--- config.mk ---
export PLATFORM = sky130hd
export DESIGN_NAME = mdom_trigger_nch
export DESIGN_NICKNAME = d
export VERILOG_FILES = /design/src/rtl/mdom_trig_pkg.sv /design/src/rtl/mdom_trig_chan.sv /design/src/rtl/mdom_trigger_nch.sv
export SDC_FILE = /design/constraint.sdc
export NUM_CORES = 1
export LEC_CHECK = 0
export ABC_CLOCK_PERIOD_IN_PS = 8410
export CAP_MARGIN = 20
export CORE_MARGIN = 1.5
export CORE_UTILIZATION = 30
export CTS_BUF_LIST = sky130_fd_sc_hd__clkbuf_8 sky130_fd_sc_hd__clkbuf_16
export DETAILED_ROUTE_END_ITERATION = 16
export GPL_TIMING_DRIVEN = 0
export HOLD_SLACK_MARGIN = 0.15
export MAX_ROUTING_LAYER = met4
export PLACE_DENSITY_LB_ADDON = 0.25
export RECOVER_POWER = 50
export SYNTH_ARGS = -nofsm -noshare
export SYNTH_HDL_FRONTEND = slang
export SYNTH_SLANG_ARGS = --single-unit
--- constraint.sdc ---
create_clock -name clk -period 8.41 [get_ports clk]
set_clock_uncertainty 0.1 [all_clocks]
set_input_delay 2.1025 -clock clk [delete_from_list [all_inputs] [get_ports clk]]
set_output_delay 2.1025 -clock clk [all_outputs]
set_load 0.03 [all_outputs]
--- src/rtl/mdom_trig_pkg.sv ---
// mdom_trig_pkg: shared definitions for the multi-channel mDOM trigger.
//   trig_src_e   - encoding of the trig_src output
//   trig_state_e - trigger FSM states
//   RUN_MAX      - saturation value of the per-channel over-threshold run counter
//   popcount     - number of set bits in a (zero-extended) hit vector
package mdom_trig_pkg;

    typedef enum logic [1:0] {
        TRIG_NONE = 2'd0,
        TRIG_CHAN = 2'd1,
        TRIG_EXT  = 2'd2,
        TRIG_SW   = 2'd3
    } trig_src_e;

    typedef enum logic {
        ST_IDLE    = 1'b0,
        ST_HOLDOFF = 1'b1
    } trig_state_e;

    localparam int unsigned RUN_MAX = 15;

    // Supports up to 32 channels; callers zero-extend their hit vector.
    function automatic logic [5:0] popcount(input logic [31:0] v);
        logic [5:0] n;
        n = '0;
        for (int unsigned i = 0; i < 32; i++) begin
            n = n + 6'(v[i]);
        end
        return n;
    endfunction

endpackage

--- src/rtl/mdom_trig_chan.sv ---
// mdom_trig_chan: one channel of the mDOM trigger.
//   clk, rst_n        - acquisition clock, async active-low reset
//   i_adc, i_thr      - sample and threshold (unsigned compare)
//   i_gt/i_et/i_lt    - compare-mode enables, OR-ed
//   i_min_width       - samples beyond the first that must be over threshold
//   i_discr           - discriminator sub-samples for this clock
//   i_discr_pol       - 1: any bit high is active, 0: any bit low is active
//   i_thresh_en       - threshold hit contributes to o_hit
//   i_discr_en        - discr rising edge contributes to o_hit
//   o_hit             - registered hit, one clock after the sample (stage 1)
//   o_thresh_tot      - threshold condition, two clocks after the sample
//   o_discr_tot       - discr active, two clocks after the sample
module mdom_trig_chan
    import mdom_trig_pkg::*;
#(
    parameter int unsigned P_ADC_WIDTH   = 12,
    parameter int unsigned P_DISCR_WIDTH = 8
) (
    input  logic                     clk,
    input  logic                     rst_n,
    input  logic [P_ADC_WIDTH-1:0]   i_adc,
    input  logic [P_ADC_WIDTH-1:0]   i_thr,
    input  logic                     i_gt,
    input  logic                     i_et,
    input  logic                     i_lt,
    input  logic [3:0]               i_min_width,
    input  logic [P_DISCR_WIDTH-1:0] i_discr,
    input  logic                     i_discr_pol,
    input  logic                     i_thresh_en,
    input  logic                     i_discr_en,
    output logic                     o_hit,
    output logic                     o_thresh_tot,
    output logic                     o_discr_tot
);

    logic [3:0] r_run;
    logic       r_fired;
    logic       r_prev_active;
    logic       r_cond_d1;
    logic       r_active_d1;

    logic       w_cond;
    logic [3:0] w_run_nxt;
    logic [4:0] w_target;
    logic       w_thresh_hit;
    logic       w_active;
    logic       w_discr_hit;

    always_comb begin
        w_cond = (i_gt & (i_adc > i_thr)) |
                 (i_et & (i_adc == i_thr)) |
                 (i_lt & (i_adc < i_thr));

        w_run_nxt = '0;
        if (w_cond) begin
            w_run_nxt = (r_run == 4'(RUN_MAX)) ? r_run : r_run + 4'd1;
        end

        // r_fired blocks re-firing for the rest of the excursion, including
        // when min_width is lowered below the current run length.
        w_target     = {1'b0, i_min_width} + 5'd1;
        w_thresh_hit = w_cond & ~r_fired & ({1'b0, w_run_nxt} == w_target);

        w_active    = i_discr_pol ? (|i_discr) : ~(&i_discr);
        w_discr_hit = w_active & ~r_prev_active;
    end

    // Previous-condition flags reset to 1 so an input already active when
    // reset is released is not mistaken for a fresh crossing.
    always_ff @(posedge clk or negedge rst_n) begin
        if (!rst_n) begin
            r_run         <= '0;
            r_fired       <= 1'b1;
            r_prev_active <= 1'b1;
            r_cond_d1     <= 1'b0;
            r_active_d1   <= 1'b0;
            o_hit         <= 1'b0;
            o_thresh_tot  <= 1'b0;
            o_discr_tot   <= 1'b0;
        end else begin
            r_run         <= w_run_nxt;
            r_fired       <= w_cond & (r_fired | w_thresh_hit);
            r_prev_active <= w_active;
            r_cond_d1     <= w_cond;
            r_active_d1   <= w_active;
            o_hit         <= (w_thresh_hit & i_thresh_en) | (w_discr_hit & i_discr_en);
            o_thresh_tot  <= r_cond_d1;
            o_discr_tot   <= r_active_d1;
        end
    end

endmodule

--- src/rtl/mdom_trigger_nch.sv ---
// mdom_trigger_nch: multi-channel mDOM trigger with M-of-N coincidence,
// channel/external/software arbitration and programmable holdoff.
//   clk, rst_n            - acquisition clock, async active-low reset
//   adc_in, discr_in      - packed per-channel samples (channel 0 in LSBs)
//   adc_out, discr_out    - inputs delayed 2 clk, aligned with trig
//   thr, gt, et, lt       - per-channel threshold and compare modes
//   thresh_trig_en        - per-channel threshold enable
//   discr_trig_en         - per-channel discr enable
//   discr_trig_pol        - discr active polarity
//   min_width             - extra samples over threshold required
//   coinc_m               - channel hits required (0 acts as 1)
//   holdoff               - dead clocks after a trigger
//   run                   - software trigger (rising edge)
//   ext_run, ext_trig_en  - asynchronous external trigger and its enable
//   trig, trig_src, trig_ch_mask - one-clock trigger pulse and its source
//   thresh_tot, discr_tot - per-channel conditions aligned to adc_out
//   holdoff_active        - high while in holdoff
//   n_suppressed          - saturating count of cycles with dropped requests
module mdom_trigger_nch
    import mdom_trig_pkg::*;
#(
    parameter int unsigned P_N_CH          = 4,
    parameter int unsigned P_ADC_WIDTH     = 12,
    parameter int unsigned P_DISCR_WIDTH   = 8,
    parameter int unsigned P_HOLDOFF_WIDTH = 16,
    parameter int unsigned P_CNT_WIDTH     = 16
) (
    input  logic                              clk,
    input  logic                              rst_n,
    input  logic [P_N_CH*P_ADC_WIDTH-1:0]     adc_in,
    input  logic [P_N_CH*P_DISCR_WIDTH-1:0]   discr_in,
    output logic [P_N_CH*P_ADC_WIDTH-1:0]     adc_out,
    output logic [P_N_CH*P_DISCR_WIDTH-1:0]   discr_out,
    input  logic [P_N_CH*P_ADC_WIDTH-1:0]     thr,
    input  logic                              gt,
    input  logic                              et,
    input  logic                              lt,
    input  logic [P_N_CH-1:0]                 thresh_trig_en,
    input  logic [P_N_CH-1:0]                 discr_trig_en,
    input  logic                              discr_trig_pol,
    input  logic [3:0]                        min_width,
    input  logic [$clog2(P_N_CH+1)-1:0]       coinc_m,
    input  logic [P_HOLDOFF_WIDTH-1:0]        holdoff,
    input  logic                              run,
    input  logic                              ext_run,
    input  logic                              ext_trig_en,
    output logic                              trig,
    output logic [1:0]                        trig_src,
    output logic [P_N_CH-1:0]                 trig_ch_mask,
    output logic [P_N_CH-1:0]                 thresh_tot,
    output logic [P_N_CH-1:0]                 discr_tot,
    output logic                              holdoff_active,
    output logic [P_CNT_WIDTH-1:0]            n_suppressed
);

    logic [P_N_CH-1:0] w_hit;

    for (genvar k = 0; k < P_N_CH; k++) begin : g_ch
        mdom_trig_chan #(
            .P_ADC_WIDTH   (P_ADC_WIDTH),
            .P_DISCR_WIDTH (P_DISCR_WIDTH)
        ) u_chan (
            .clk          (clk),
            .rst_n        (rst_n),
            .i_adc        (adc_in[k*P_ADC_WIDTH +: P_ADC_WIDTH]),
            .i_thr        (thr[k*P_ADC_WIDTH +: P_ADC_WIDTH]),
            .i_gt         (gt),
            .i_et         (et),
            .i_lt         (lt),
            .i_min_width  (min_width),
            .i_discr      (discr_in[k*P_DISCR_WIDTH +: P_DISCR_WIDTH]),
            .i_discr_pol  (discr_trig_pol),
            .i_thresh_en  (thresh_trig_en[k]),
            .i_discr_en   (discr_trig_en[k]),
            .o_hit        (w_hit[k]),
            .o_thresh_tot (thresh_tot[k]),
            .o_discr_tot  (discr_tot[k])
        );
    end

    // Data delay line: two stages so samples line up with the trigger pulse.
    logic [P_N_CH*P_ADC_WIDTH-1:0]   r_adc_d1;
    logic [P_N_CH*P_DISCR_WIDTH-1:0] r_discr_d1;

    always_ff @(posedge clk or negedge rst_n) begin
        if (!rst_n) begin
            r_adc_d1   <= '0;
            r_discr_d1 <= '0;
            adc_out    <= '0;
            discr_out  <= '0;
        end else begin
            r_adc_d1   <= adc_in;
            r_discr_d1 <= discr_in;
            adc_out    <= r_adc_d1;
            discr_out  <= r_discr_d1;
        end
    end

    // External trigger synchroniser plus edge detect; software edge detect.
    logic r_ext_meta;
    logic r_ext_sync;
    logic r_ext_prev;
    logic r_run_prev;

    always_ff @(posedge clk or negedge rst_n) begin
        if (!rst_n) begin
            r_ext_meta <= 1'b0;
            r_ext_sync <= 1'b0;
            r_ext_prev <= 1'b0;
            r_run_prev <= 1'b0;
        end else begin
            r_ext_meta <= ext_run;
            r_ext_sync <= r_ext_meta;
            r_ext_prev <= r_ext_sync;
            r_run_prev <= run;
        end
    end

    logic       w_ext_req;
    logic       w_sw_req;
    logic       w_chan_req;
    logic [5:0] w_hit_cnt;
    logic [5:0] w_need;

    always_comb begin
        w_ext_req  = r_ext_sync & ~r_ext_prev & ext_trig_en;
        w_sw_req   = run & ~r_run_prev;
        w_hit_cnt  = popcount(32'(w_hit));
        w_need     = (coinc_m == '0) ? 6'd1 : 6'(coinc_m);
        w_chan_req = (w_hit_cnt >= w_need);
    end

    // Trigger FSM with registered outputs.
    trig_state_e                r_state;
    trig_state_e                w_state_nxt;
    logic [P_HOLDOFF_WIDTH-1:0] r_hold_cnt;
    logic [P_HOLDOFF_WIDTH-1:0] w_hold_cnt_nxt;
    trig_src_e                  r_src;
    trig_src_e                  w_src_nxt;
    logic                       w_trig_nxt;
    logic [P_N_CH-1:0]          w_mask_nxt;
    logic                       w_drop;
    logic                       w_any_req;
    logic                       w_multi_req;

    always_comb begin
        w_state_nxt    = r_state;
        w_hold_cnt_nxt = r_hold_cnt;
        w_trig_nxt     = 1'b0;
        w_src_nxt      = TRIG_NONE;
        w_mask_nxt     = '0;
        w_drop         = 1'b0;
        w_any_req      = w_chan_req | w_ext_req | w_sw_req;
        w_multi_req    = (w_chan_req & (w_ext_req | w_sw_req)) | (w_ext_req & w_sw_req);

        case (r_state)
            ST_IDLE: begin
                if (w_any_req) begin
                    w_trig_nxt = 1'b1;
                    w_drop     = w_multi_req;
                    if (w_chan_req) begin
                        w_src_nxt  = TRIG_CHAN;
                        w_mask_nxt = w_hit;
                    end else if (w_ext_req) begin
                        w_src_nxt = TRIG_EXT;
                    end else begin
                        w_src_nxt = TRIG_SW;
                    end
                    if (holdoff != '0) begin
                        w_state_nxt    = ST_HOLDOFF;
                        w_hold_cnt_nxt = holdoff;
                    end
                end
            end
            ST_HOLDOFF: begin
                w_drop         = w_any_req;
                w_hold_cnt_nxt = r_hold_cnt - P_HOLDOFF_WIDTH'(1);
                if (r_hold_cnt <= P_HOLDOFF_WIDTH'(1)) begin
                    w_state_nxt = ST_IDLE;
                end
            end
            default: begin
                w_state_nxt = ST_IDLE;
            end
        endcase
    end

    always_ff @(posedge clk or negedge rst_n) begin
        if (!rst_n) begin
            r_state      <= ST_IDLE;
            r_hold_cnt   <= '0;
            r_src        <= TRIG_NONE;
            trig         <= 1'b0;
            trig_ch_mask <= '0;
            n_suppressed <= '0;
        end else begin
            r_state      <= w_state_nxt;
            r_hold_cnt   <= w_hold_cnt_nxt;
            r_src        <= w_src_nxt;
            trig         <= w_trig_nxt;
            trig_ch_mask <= w_mask_nxt;
            if (w_drop && (n_suppressed != '1)) begin
                n_suppressed <= n_suppressed + P_CNT_WIDTH'(1);
            end
        end
    end

    assign trig_src       = r_src;
    assign holdoff_active = (r_state == ST_HOLDOFF);

endmodule
# After elaboration in Yosys (flattened, before gate mapping)

Cells that the tools add are included.

Add/sub/neg operators: 10
Order comparisons: 10
Eq/ne operators: 15
Muxes and demuxes: 31
Bitwise logic cells: 76
Reduce and logical (&&, ||, !) cells: 12

Operators with widths:

| kind                    | number |
|---|---|
| $eq A12 B12 Y1          | 4 |
| $gt A12 B12 Y1          | 4 |
| $lt A12 B12 Y1          | 4 |
| $mux W4                 | 11 |
| $and A1 B1 Y1           | 41 |
| $mux W16                | 2 |
| $pmux W16 S2            | 1 |
| $reduce_and A8 Y1       | 4 |
| $reduce_or A8 Y1        | 4 |
| $eq A4 B5 Y1            | 4 |
| $or A1 B1 Y1            | 20 |
| $add A16 B1 Y16 const B | 1 |
| $add A4 B1 Y4 const B   | 4 |
| $eq A4 B4 Y1 const B    | 4 |
| $le A16 B1 Y1 const B   | 1 |
| $ne A16 B16 Y1 const B  | 1 |
| $reduce_bool A16 Y1     | 1 |
| $sub A16 B1 Y16 const B | 1 |
| $not A1 Y1              | 15 |
| $mux W1                 | 11 |
| $mux W2                 | 3 |
| $add A4 B1 Y5 const B   | 1 |
| $add A3 B1 Y4           | 1 |
| $ge A4 B3 Y1            | 1 |
| 8 further kinds         | 10 |

Flip-flop bits (word level): 248
Input bits: 168
Output and inout port bits: 112
Word-level logic and storage cells: 200

# Logic depth before layout (Yosys ltp)

Gate-level depths: netlist of the first run.

Depth in word-level cells: 9
Gate-level depth with buffers: 12
Gate-level depth less buffers: 10

# Modules after synthesis

A second synthesis of the first run with hierarchy kept.

Cells, all modules: 770
Area, all modules: 9,862.0 µm²

Modules (own cells, without submodules):

| module           | instances | cells an instance | area an instance (µm²) | seq. area each (µm²) |
|---|---|---|---|---|
| mdom_trigger_nch | 1         | 390               | 6,353.6                | 5,104.9 |
| mdom_trig_chan   | 4         | 95                | 877.1                  | 277.8 |

# Worst setup path before layout of the first run

Ideal clock, no wire load.

Path type: input -> register
From: input coinc_m[0]
To: register r_hold_cnt[15]
Setup time: 0.132 ns
Arrival: 3.889 ns
Data required time: 8.178 ns
Setup slack: 4.289 ns
Stages: 10
Buffers on the path: 2
Cell sequence: o21bai_1 > ha_1 > nand2b_1 > a31oi_1 > a31o_2 > buf_2 > buf_4 > mux2_2 > nand2_1 > o21ai_1

Word-level cells in the longest chain between the ends: 7

Ends and longest elaborated chain:

| element                       | RTL line                | source |
|---|---|---|
| start, declared               | mdom_trigger_nch.sv:42  | `input logic [$clog2(P_N_CH+1)-1:0] coinc_m,` |
| $logic_not A3 Y1              | mdom_trigger_nch.sv:129 | `w_need = (coinc_m == '0) ? 6'd1 : 6'(coinc_m);` |
| $mux W3 *                     | mdom_trigger_nch.sv:129 |  |
| $ge A4 B3 Y1 *                | mdom_trigger_nch.sv:130 | `w_chan_req = (w_hit_cnt >= w_need);` |
| $or A1 B1 Y1 * (2 in a row)   | mdom_trigger_nch.sv:153 | `w_any_req = w_chan_req \| w_ext_req \| w_sw_req;` |
| $ne A2 B2 Y1 (no line) *      | n/a                     |  |
| $reduce_and A2 Y1 (no line) * | n/a                     |  |
| end signal, assigned          | mdom_trigger_nch.sv:198 | `r_hold_cnt <= w_hold_cnt_nxt;` |
| end, declared                 | mdom_trigger_nch.sv:136 | `logic [P_HOLDOFF_WIDTH-1:0] r_hold_cnt;` |

Mark *: on every way between the ends. The rest lies on a longest branch, timed or not.
A chain may end at the register's enable or synchronous reset.

==> impl_metrics.env, run 1 <==
export IMPL_outcome="finished with violations"
export IMPL_violations="capacitance limit, slew limit"
export IMPL_tightest_slew_ps=3990
export IMPL_crit_buf_inv=1
export IMPL_fin_crit_sh_pct=63.4
export IMPL_stdcell_area_mm2=0.0141
export IMPL_placed_area_mm2=0.0132
export IMPL_drive_above_1_share_pct=8.20
export IMPL_synth_area_leader_cell="dfrtp_1"
export IMPL_cp_num_cells=1
export IMPL_die_area_mm2=0.0337
export IMPL_crit_fanout=73
export IMPL_worstSetupEndpoint="r_discr_d1[2]"
export IMPL_arrival_ps=4930
export IMPL_finalPower_mw=3.13
export IMPL_hold_path_class="reg2reg"
export IMPL_start_util_pct=30.7
export IMPL_synth_top_area_share_pct=61.3
export IMPL_crit_family="buffers and inverters"
export IMPL_clkSinkCount=248
export IMPL_finalHoldViolCount=0
export IMPL_finalCriticalPeriod_ps=5330
export IMPL_setup_viol=0
export IMPL_core_mm2=0.0319
export IMPL_synthToLayoutAreaGrowth_pct=43.6
export IMPL_setup_tns_final_ps=0
export IMPL_clockRootBuffer="clkbuf_16"
export IMPL_synth_edf_count=0
export IMPL_portBuffers=278
export IMPL_required_ps=8010
export IMPL_vias=6696
export IMPL_via_per_inst=4.36
export IMPL_powerDensity_mw_per_mm2=222
export IMPL_synthCells=768
export IMPL_grt_pass1_wl_mm=36.5
export IMPL_die_w_um=184
export IMPL_use_met3_pct=4.56
export IMPL_post_route_drc_count=0
export IMPL_synthTopCellsByCount="dfrtp_1, inv_1, ha_1"
export IMPL_synthArstFlopShare_pct=100
export IMPL_start_kind="input pin"
export IMPL_cts_tree="yes"
export IMPL_use_met2_pct=22.4
export IMPL_crit_start="rst_n"
export IMPL_cts_made_buffers=28
export IMPL_grt_use_met1_pct=17.0
export IMPL_slew_headroom_pct=-166
export IMPL_crit_chain="clkbuf_1"
export IMPL_post_cts_buffers=0
export IMPL_gp_congestion=0.784
export IMPL_fmax_ghz=0.188
export IMPL_synth_top_flop_cell="dfrtp_1"
export IMPL_die_h_um=184
export IMPL_grt_usage_pct=14.0
export IMPL_cts_repair_resized=0
export IMPL_leakagePower_nw=6.17
export IMPL_path_class="in2async"
export IMPL_grt_max_degree=90
export IMPL_endpoint_kind="async pin"
export IMPL_cts_htree_levels=1
export IMPL_ys_seq_area_share_pct=63.5
export IMPL_grt_pass1_vias=7002
export IMPL_r2r_start="g_ch[0].u_chan.o_hit"
export IMPL_cap_violations=1
export IMPL_syn_nets=998
export IMPL_drtIter0Drc=245
export IMPL_num_rows=65
export IMPL_synth_area_leaders="dfrtp_1, ha_1, xnor2_1, inv_1, dfstp_2"
export IMPL_whs_path_depth=0
export IMPL_slowest_delay_ps=2740
export IMPL_reg2reg_depth=12
export IMPL_clk_pin_slew_ps=60
export IMPL_dr_pass1_iters=4
export IMPL_hold_buffers=0
export IMPL_io_pins=280
export IMPL_ant_nets=0
export IMPL_synthMostInstantiatedCell="dfrtp_1"
export IMPL_clk_path_buf_depth=3
export IMPL_gr_total_overflow=0
export IMPL_reg2reg_setup_slack_ps=4890
export IMPL_yosys_warnings=0
export IMPL_wire_per_inst_um=14.7
export IMPL_synth_cell_types=64
export IMPL_grt_busiest_layer="met2"
export IMPL_syn_area_mm2=0.00979
export IMPL_worst_path_max_delay_cell="clkbuf_1"
export IMPL_hold_slack_ps=238
export IMPL_drt_total_wl_mm=22.6
export IMPL_final_nets=1308
export IMPL_ir_worst_vdd_v=0.000141
export IMPL_post_dp_hpwl_mm=17.0
export IMPL_antenna_found_initial=3
export IMPL_regToRegEndpoint="r_hold_cnt[15]"
export IMPL_insertion_delay_ps=530
export IMPL_avgSynthCellArea_um2=12.8
export IMPL_synth_seq_cells=248
export IMPL_finalMaxSlewViolations=73
export IMPL_rsz0062_at_grt="no"
[cells in the final DEF (no fill, tap or decap), drive strengths merged, types with 7 or more instances in the layout]
cell             n
clkbuf          43
clkdlybuf4s50  195
nor2            41
o21ai           23
and3             7
a21oi           31
mux2i            9
and2             9
mux2            10
nand3           22
dfrtp          240
xnor2           31
a211oi          10
xor2             9
nand3b           8
a31oi            9
nand2b           9
dfstp            8
nand2           36
inv             74
nor3            13
nand4           21
nor4            12
ha              61
dlygate4sd3     82
buf             15
[per-layer routing]
layer  routed length [um]  vias to the layer above
met5                    0                        -
met4                  566                        0
met3                 1900                       38
met2                10500                      204
met1                 9650                     3162
li1                     -                     3292
[per-stage QoR]
step	cells	utilization (%)	setup slack, ps
after detailed placement	1483	41.3	3470
final	1536	44.1	3080
after global placement	1481	41.2	-5670
after CTS	1533	44.1	4030
after floorplan	768	-	4290
after global routing	1536	44.1	2230
[how the worst min path moves through the flow]
stage | startpoint | to | slack, ps
global placement | r_discr_d1[6] | discr_out[6] | 230
floorplan | r_adc_d1[0] | adc_out[0] | 230
finish | r_adc_d1[44] | adc_out[44] | 240
detailed placement | r_adc_d1[23] | adc_out[23] | 230
CTS | r_adc_d1[44] | adc_out[44] | 240
global route | r_adc_d1[22] | adc_out[22] | 250
[power breakdown]
group / total, mW / internal [mW] / switching [mW] / leakage (nW)
Sequential: 1.39 / 1.31 / 0.0881 / 2.94
Clock: 1.15 / 0.687 / 0.466 / 0.477
Combinational: 0.578 / 0.273 / 0.305 / 2.76
[flip-flops by register name (all words and copies together) (netlist names), 16 cells and up]
name	cells
discr_out	32
r_discr_d1	32
n_suppressed	16
g_ch.u_chan.r_run	16
r_hold_cnt	16
adc_out	48
r_adc_d1	48
[cell families after synthesis]
logic type               Yosys count  share of synthesized area (%)
flip-flops                       248                           63.5
AND/OR/NAND/NOR                  204                           11.4
AO/OA/AOI/OAI                    109                           7.65
buffers and inverters             85                           3.72
adder cells (fa/ha/maj)           63                           8.11
multiplexers                      19                           2.07
XOR/XNOR                          40                           3.58
[cell type report]
class	instances	area (um^2)
clock buffers	37	836
plain buffers	18	113
fillers	3045	17800
multi-input cells	435	3210
diodes	3	7.51
repair buffers	280	2830
clock inverters	13	55.1
well taps	435	544
flip-flops and latches	248	6220
inverters	67	251
Power figures use the tool's default switching activity.
==> run 2, diff against run 1 <==
--- a/config.mk
+++ b/config.mk
@@ -5,7 +5,7 @@
 export SDC_FILE = /design/constraint.sdc
 export NUM_CORES = 1
 export LEC_CHECK = 0
-export ABC_CLOCK_PERIOD_IN_PS = 8410
+export ABC_CLOCK_PERIOD_IN_PS = 5400
 export CAP_MARGIN = 20
 export CORE_MARGIN = 1.5
 export CORE_UTILIZATION = 30
==> constraint.sdc (replaced) <==
create_clock -name clk -period 5.4 [get_ports clk]
set_clock_uncertainty 0.1 [all_clocks]
set_input_delay 1.35 -clock clk [delete_from_list [all_inputs] [get_ports clk]]
set_output_delay 1.35 -clock clk [all_outputs]
set_load 0.03 [all_outputs]
==> run 2 against run 1 <==
Effect of this change: design area barely moved; highest routed layer unchanged; the run still ends with capacitance limit, slew limit left; die area did not move; worst setup slack got worse by 1300 ps; total power rose by 56%; sequential cell count did not move.
==> impl_metrics.env, run 2 (synthesis results as in run 1) <==
export IMPL_outcome="finished with violations"
export IMPL_violations="capacitance limit, slew limit"
export IMPL_finalPower_mw=4.87
export IMPL_gp_congestion=0.784
export IMPL_cts_htree_levels=1
export IMPL_finalMaxSlewViolations=88
export IMPL_hold_buffers=0
export IMPL_post_route_drc_count=0
export IMPL_crit_chain="clkdlybuf4s50_1 -> o21bai_1 -> ha_1 -> nand2b_1 -> a31oi_1 -> a31o_2 -> buf_2 -> buf_4 -> mux2_2 -> nand2_1 -> o21ai_1"
export IMPL_arrival_ps=3920
export IMPL_drtIter0Drc=268
export IMPL_antenna_found_initial=3
export IMPL_grt_max_degree=90
export IMPL_grt_pass1_wl_mm=36.5
export IMPL_clockRootBuffer="clkbuf_16"
export IMPL_finalHoldViolCount=0
export IMPL_vias=6715
export IMPL_insertion_delay_ps=530
export IMPL_final_nets=1308
export IMPL_leakagePower_nw=6.17
export IMPL_wl_met2_mm=10.5
export IMPL_cap_violations=1
export IMPL_dr_pass1_iters=4
export IMPL_slew_headroom_pct=-46.8
export IMPL_die_h_um=184
export IMPL_final_util_pct=44.1
export IMPL_drive_above_1_share_pct=8.29
export IMPL_cts_repair_resized=0
export IMPL_clkSinkCount=248
export IMPL_post_cts_buffers=0
export IMPL_synthToLayoutAreaGrowth_pct=43.5
export IMPL_grt_pass1_vias=7002
export IMPL_io_pins=280
export IMPL_clk_path_buf_depth=3
export IMPL_grt_usage_pct=14.0
export IMPL_post_dp_hpwl_mm=17.0
export IMPL_fmax_ghz=0.276
export IMPL_routed_top_layer="met4"
export IMPL_cts_made_buffers=28
export IMPL_setup_viol=0
export IMPL_met1Wirelength_mm=9.70
export IMPL_endpoint_kind="register"
export IMPL_cts_tree="yes"
export IMPL_wl_met3_mm=1.87
export IMPL_crit_fanout=10
export IMPL_tightest_slew_ps=2200
export IMPL_start_kind="input pin"
export IMPL_gr_total_overflow=0
export IMPL_finalCriticalPeriod_ps=3620
export IMPL_drt_total_wl_mm=22.6
export IMPL_final_common_cell="dfrtp_1"
export IMPL_nFillCells=3045
export IMPL_clk_pin_slew_ps=60
export IMPL_core_mm2=0.0319
export IMPL_die_w_um=184
export IMPL_wire_per_inst_um=14.7
export IMPL_fin_crit_sh_pct=67.1
export IMPL_required_ps=5700
export IMPL_portBuffers=278
export IMPL_path_class="in2reg"
export IMPL_reg_top3="adc_out (48), r_adc_d1 (48)"
export IMPL_hold_slack_ps=237
export IMPL_ant_nets=0
export IMPL_via_per_inst=4.37
export IMPL_powerDensity_mw_per_mm2=346
export IMPL_worst_path_max_delay_cell="a31oi_1"
export IMPL_ir_worst_vdd_v=0.000219
export IMPL_num_rows=65
export IMPL_die_area_mm2=0.0337
export IMPL_hold_path_class="reg2reg"
export IMPL_rsz0062_at_grt="no"
export IMPL_start_util_pct=30.7
export IMPL_final_cell_mix="dfrtp_1, clkdlybuf4s50_1, dlygate4sd3_1, inv_1, ha_1"
export IMPL_slowest_delay_ps=470
[run 2: report_power, final]
part | switching [mW] | total, mW | internal, mW
clock network | 0.727 | 1.80 | 1.07
logic | 0.476 | 0.899 | 0.424
registers | 0.137 | 2.17 | 2.04
total | 1.34 | 4.87 | 3.53
[run 2: path summary, 6_finish.rpt]
check | slack [ps] | start | cells past startpoint | end
setup / recovery | 1780 | coinc_m[1] | 11 | r_hold_cnt[15]
hold / removal | 240 | r_adc_d1[44] | 0 | adc_out[44]
setup reg to reg | 1880 | g_ch[0].u_chan.o_hit | 12 | r_hold_cnt[15]
hold reg to reg | 240 | r_adc_d1[44] | 0 | adc_out[44]
max in group asynchronous | 1990 | rst_n | 3 | g_ch[1].u_chan.r_prev_active
min in group asynchronous | 630 | rst_n | 1 | r_adc_d1[0]
[run 2: critical path: cells and delay by family]
family	cells	cell delay [ps]
adder cells (fa/ha/maj)	1	240
buffers and inverters	3	850
AO/OA/AOI/OAI	4	940
multiplexers	1	340
AND/OR/NAND/NOR	2	200
[run 2: layout make-up]
| cell class | instances | area, um^2 | share of cell area [%] |
|---|---|---|---|
| Sequential cell | 248 | 6220 | 44.2 |
| Multi-Input combinational cell | 435 | 3210 | 22.9 |
| Antenna cell | 3 | 7.51 | 0.0534 |
| Clock buffer | 37 | 836 | 5.95 |
| Buffer | 18 | 113 | 0.801 |
| Timing Repair Buffer | 280 | 2820 | 20.1 |
| Clock inverter | 13 | 55.1 | 0.392 |
| Tap cell | 435 | 544 | 3.87 |
| Inverter | 67 | 251 | 1.79 |
[run 2: through the flow]
stage	setup WS (ps)	std cells	TNS (ps)	instance area [um^2]
after detailed placement	1210	1483	0	13200
after global placement	-7930	1481	-1928860	13100
after CTS	1780	1533	0	14100
after floorplan	2030	768	0	9790
after global routing	1360	1536	0	14100
final	1780	1536	0	14100
[run 2: layer usage]
metal	global-route usage [%]	vias to the layer above
li1	-	3290
met1	17.0	3185
met2	22.4	202
met3	4.56	38
met4	3.67	0
met5	-	-
==> run 3, diff against run 2 <==
--- a/config.mk
+++ b/config.mk
@@ -5,7 +5,7 @@
 export SDC_FILE = /design/constraint.sdc
 export NUM_CORES = 1
 export LEC_CHECK = 0
-export ABC_CLOCK_PERIOD_IN_PS = 5400
+export ABC_CLOCK_PERIOD_IN_PS = 3800
 export CAP_MARGIN = 20
 export CORE_MARGIN = 1.5
 export CORE_UTILIZATION = 30
==> constraint.sdc (replaced) <==
create_clock -name clk -period 3.8 [get_ports clk]
set_clock_uncertainty 0.1 [all_clocks]
set_input_delay 0.95 -clock clk [delete_from_list [all_inputs] [get_ports clk]]
set_output_delay 0.95 -clock clk [all_outputs]
set_load 0.03 [all_outputs]
==> run 3 against run 2 <==
Effect of this change: the flow still finishes with violations (capacitance limit, slew limit); via count down 0.28%; design area barely moved; die area stayed put; cell count unchanged; critical path type is now reg2reg; critical endpoint unchanged; register-to-register slack worse by 1600 ps.
==> impl_metrics.env, run 3 (synthesis results as in run 1) <==
export IMPL_cts_made_buffers=28
export IMPL_grt_pass1_wl_mm=36.5
export IMPL_cts_htree_levels=1
export IMPL_die_h_um=184
export IMPL_drive_above_1_share_pct=8.29
export IMPL_crit_fanout=10
export IMPL_vias=6696
export IMPL_start_util_pct=30.7
export IMPL_clk_path_buf_depth=3
export IMPL_core_mm2=0.0319
export IMPL_synthToLayoutAreaGrowth_pct=43.7
export IMPL_fmax_ghz=0.284
export IMPL_final_cells=1536
export IMPL_placed_area_mm2=0.0132
export IMPL_grt_max_degree=90
export IMPL_reg2reg_setup_slack_ps=280
export IMPL_wire_per_inst_um=14.7
export IMPL_num_rows=65
export IMPL_arrival_ps=3810
export IMPL_drtIter0Drc=245
export IMPL_post_place_cells=1483
export IMPL_clk_pin_slew_ps=60
export IMPL_rsz0062_at_grt="no"
export IMPL_wl_met2_mm=10.5
export IMPL_final_nets=1308
export IMPL_post_dp_hpwl_mm=17.0
export IMPL_violations="capacitance limit, slew limit"
export IMPL_path_class="reg2reg"
export IMPL_final_common_cell="dfrtp_1"
export IMPL_dr_pass1_iters=4
export IMPL_io_pins=280
export IMPL_portBuffers=278
export IMPL_via_per_inst=4.36
export IMPL_gp_congestion=0.784
export IMPL_wl_met3_mm=1.90
export IMPL_cts_tree="yes"
export IMPL_sw_frac_of_total_pct=27.5
export IMPL_ir_worst_vdd_v=0.000311
export IMPL_final_cell_mix="dfrtp_1, clkdlybuf4s50_1, dlygate4sd3_1, inv_1, ha_1"
export IMPL_clkSinkCount=248
export IMPL_reg2reg_depth=12
export IMPL_post_cts_buffers=0
export IMPL_endpoint_kind="register"
export IMPL_switchingPower_mw=1.90
export IMPL_slew_headroom_pct=-25.2
export IMPL_die_area_mm2=0.0337
export IMPL_cap_violations=1
export IMPL_clockRootBuffer="clkbuf_16"
export IMPL_tightest_slew_ps=1880
export IMPL_gr_total_overflow=0
export IMPL_grt_usage_pct=14.0
export IMPL_fin_crit_sh_pct=92.6
export IMPL_stdcell_area_mm2=0.0141
export IMPL_routed_top_layer="met4"
export IMPL_post_route_drc_count=0
export IMPL_finalHoldViolCount=0
export IMPL_finalMaxSlewViolations=73
export IMPL_p_int_mw=5.02
export IMPL_setup_viol=0
export IMPL_antenna_found_initial=3
export IMPL_drt_total_wl_mm=22.6
export IMPL_pwr_share_clk_pct=36.9
export IMPL_required_ps=4100
export IMPL_powerDensity_mw_per_mm2=492
export IMPL_insertion_delay_ps=530
export IMPL_nFillCells=3044
export IMPL_reg_top3="adc_out (48), r_adc_d1 (48)"
export IMPL_cts_repair_resized=0
export IMPL_finalCriticalPeriod_ps=3520
export IMPL_hold_buffers=0
export IMPL_outcome="finished with violations"
export IMPL_ant_nets=0
export IMPL_hold_path_class="reg2reg"
export IMPL_die_w_um=184
export IMPL_start_kind="register"
export IMPL_whs_path_depth=0
export IMPL_p_seq_share_pct=44.6
export IMPL_grt_pass1_vias=7002
export IMPL_met1Wirelength_mm=9.66
export IMPL_combPwrFrac_pct=18.5
export IMPL_leakagePower_nw=6.18
==> run 3: final cells by class <==
cell class | instances | area, um^2 | area share, %
well taps | 435 | 544 | 3.87
clock inverters | 13 | 55.1 | 0.391
clock buffers | 37 | 836 | 5.94
plain buffers | 18 | 113 | 0.800
diodes | 3 | 7.51 | 0.0534
repair buffers | 280 | 2830 | 20.1
flip-flops and latches | 248 | 6220 | 44.2
inverters | 67 | 251 | 1.79
multi-input cells | 435 | 3210 | 22.8
==> run 3: through the flow <==
stage | TNS, ps | hold WS, ps | power [mW] | util (%) | setup slack (ps)
final | 0 | 238 | 6.92 | 44.1 | 282
after global routing | 0 | 245 | 7.32 | 44.1 | 88.5
after CTS | 0 | 240 | 7.06 | 44.1 | 229
after detailed placement | 0 | 235 | 4.45 | 41.3 | 10.9
after global placement | -2226460 | 231 | 4.42 | 41.2 | -9130
after floorplan | 0 | 231 | 3.83 | - | 658
==> run 3: path summary, 6_finish.rpt <==
kind / from / end
max in group asynchronous: rst_n / g_ch[1].u_chan.r_prev_active
worst max register to register: g_ch[0].u_chan.o_hit / r_hold_cnt[15]
min in group asynchronous: rst_n / r_adc_d1[0]
worst min register to register: r_adc_d1[44] / adc_out[44]
worst max-delay path: g_ch[0].u_chan.o_hit / r_hold_cnt[15]
worst min-delay path: r_adc_d1[44] / adc_out[44]
==> run 3: power groups by stage <==
| stage | Sequential (mW) | Combinational [mW] | Clock, mW |
|---|---|---|---|
| CTS | 3.09 | 1.32 | 2.66 |
| finish | 3.09 | 1.28 | 2.55 |
| global placement | 3.13 | 1.28 | 0 |
| global route | 3.13 | 1.42 | 2.76 |
| floorplan | 3.25 | 0.578 | 0 |
| detailed placement | 3.14 | 1.31 | 0 |
==> run 3: worst max-delay path: stages, from the launching register on <==
cell and delay (ps):
dfrtp_1 390, fa_1 480, ha_1 190, ha_1 180
ha_1 310, a21o_1 180, a31oi_1 440, a31o_2 240
buf_2 200, buf_4 220, mux2_2 340, nand2_1 60
o21ai_1 60
==> run 3: routing by layer <==
layer / GRT usage (%) / up-vias
met5: - / -
met4: 3.67 / 0
met3: 4.56 / 38
met2: 22.4 / 204
met1: 17.0 / 3162
li1: - / 3292
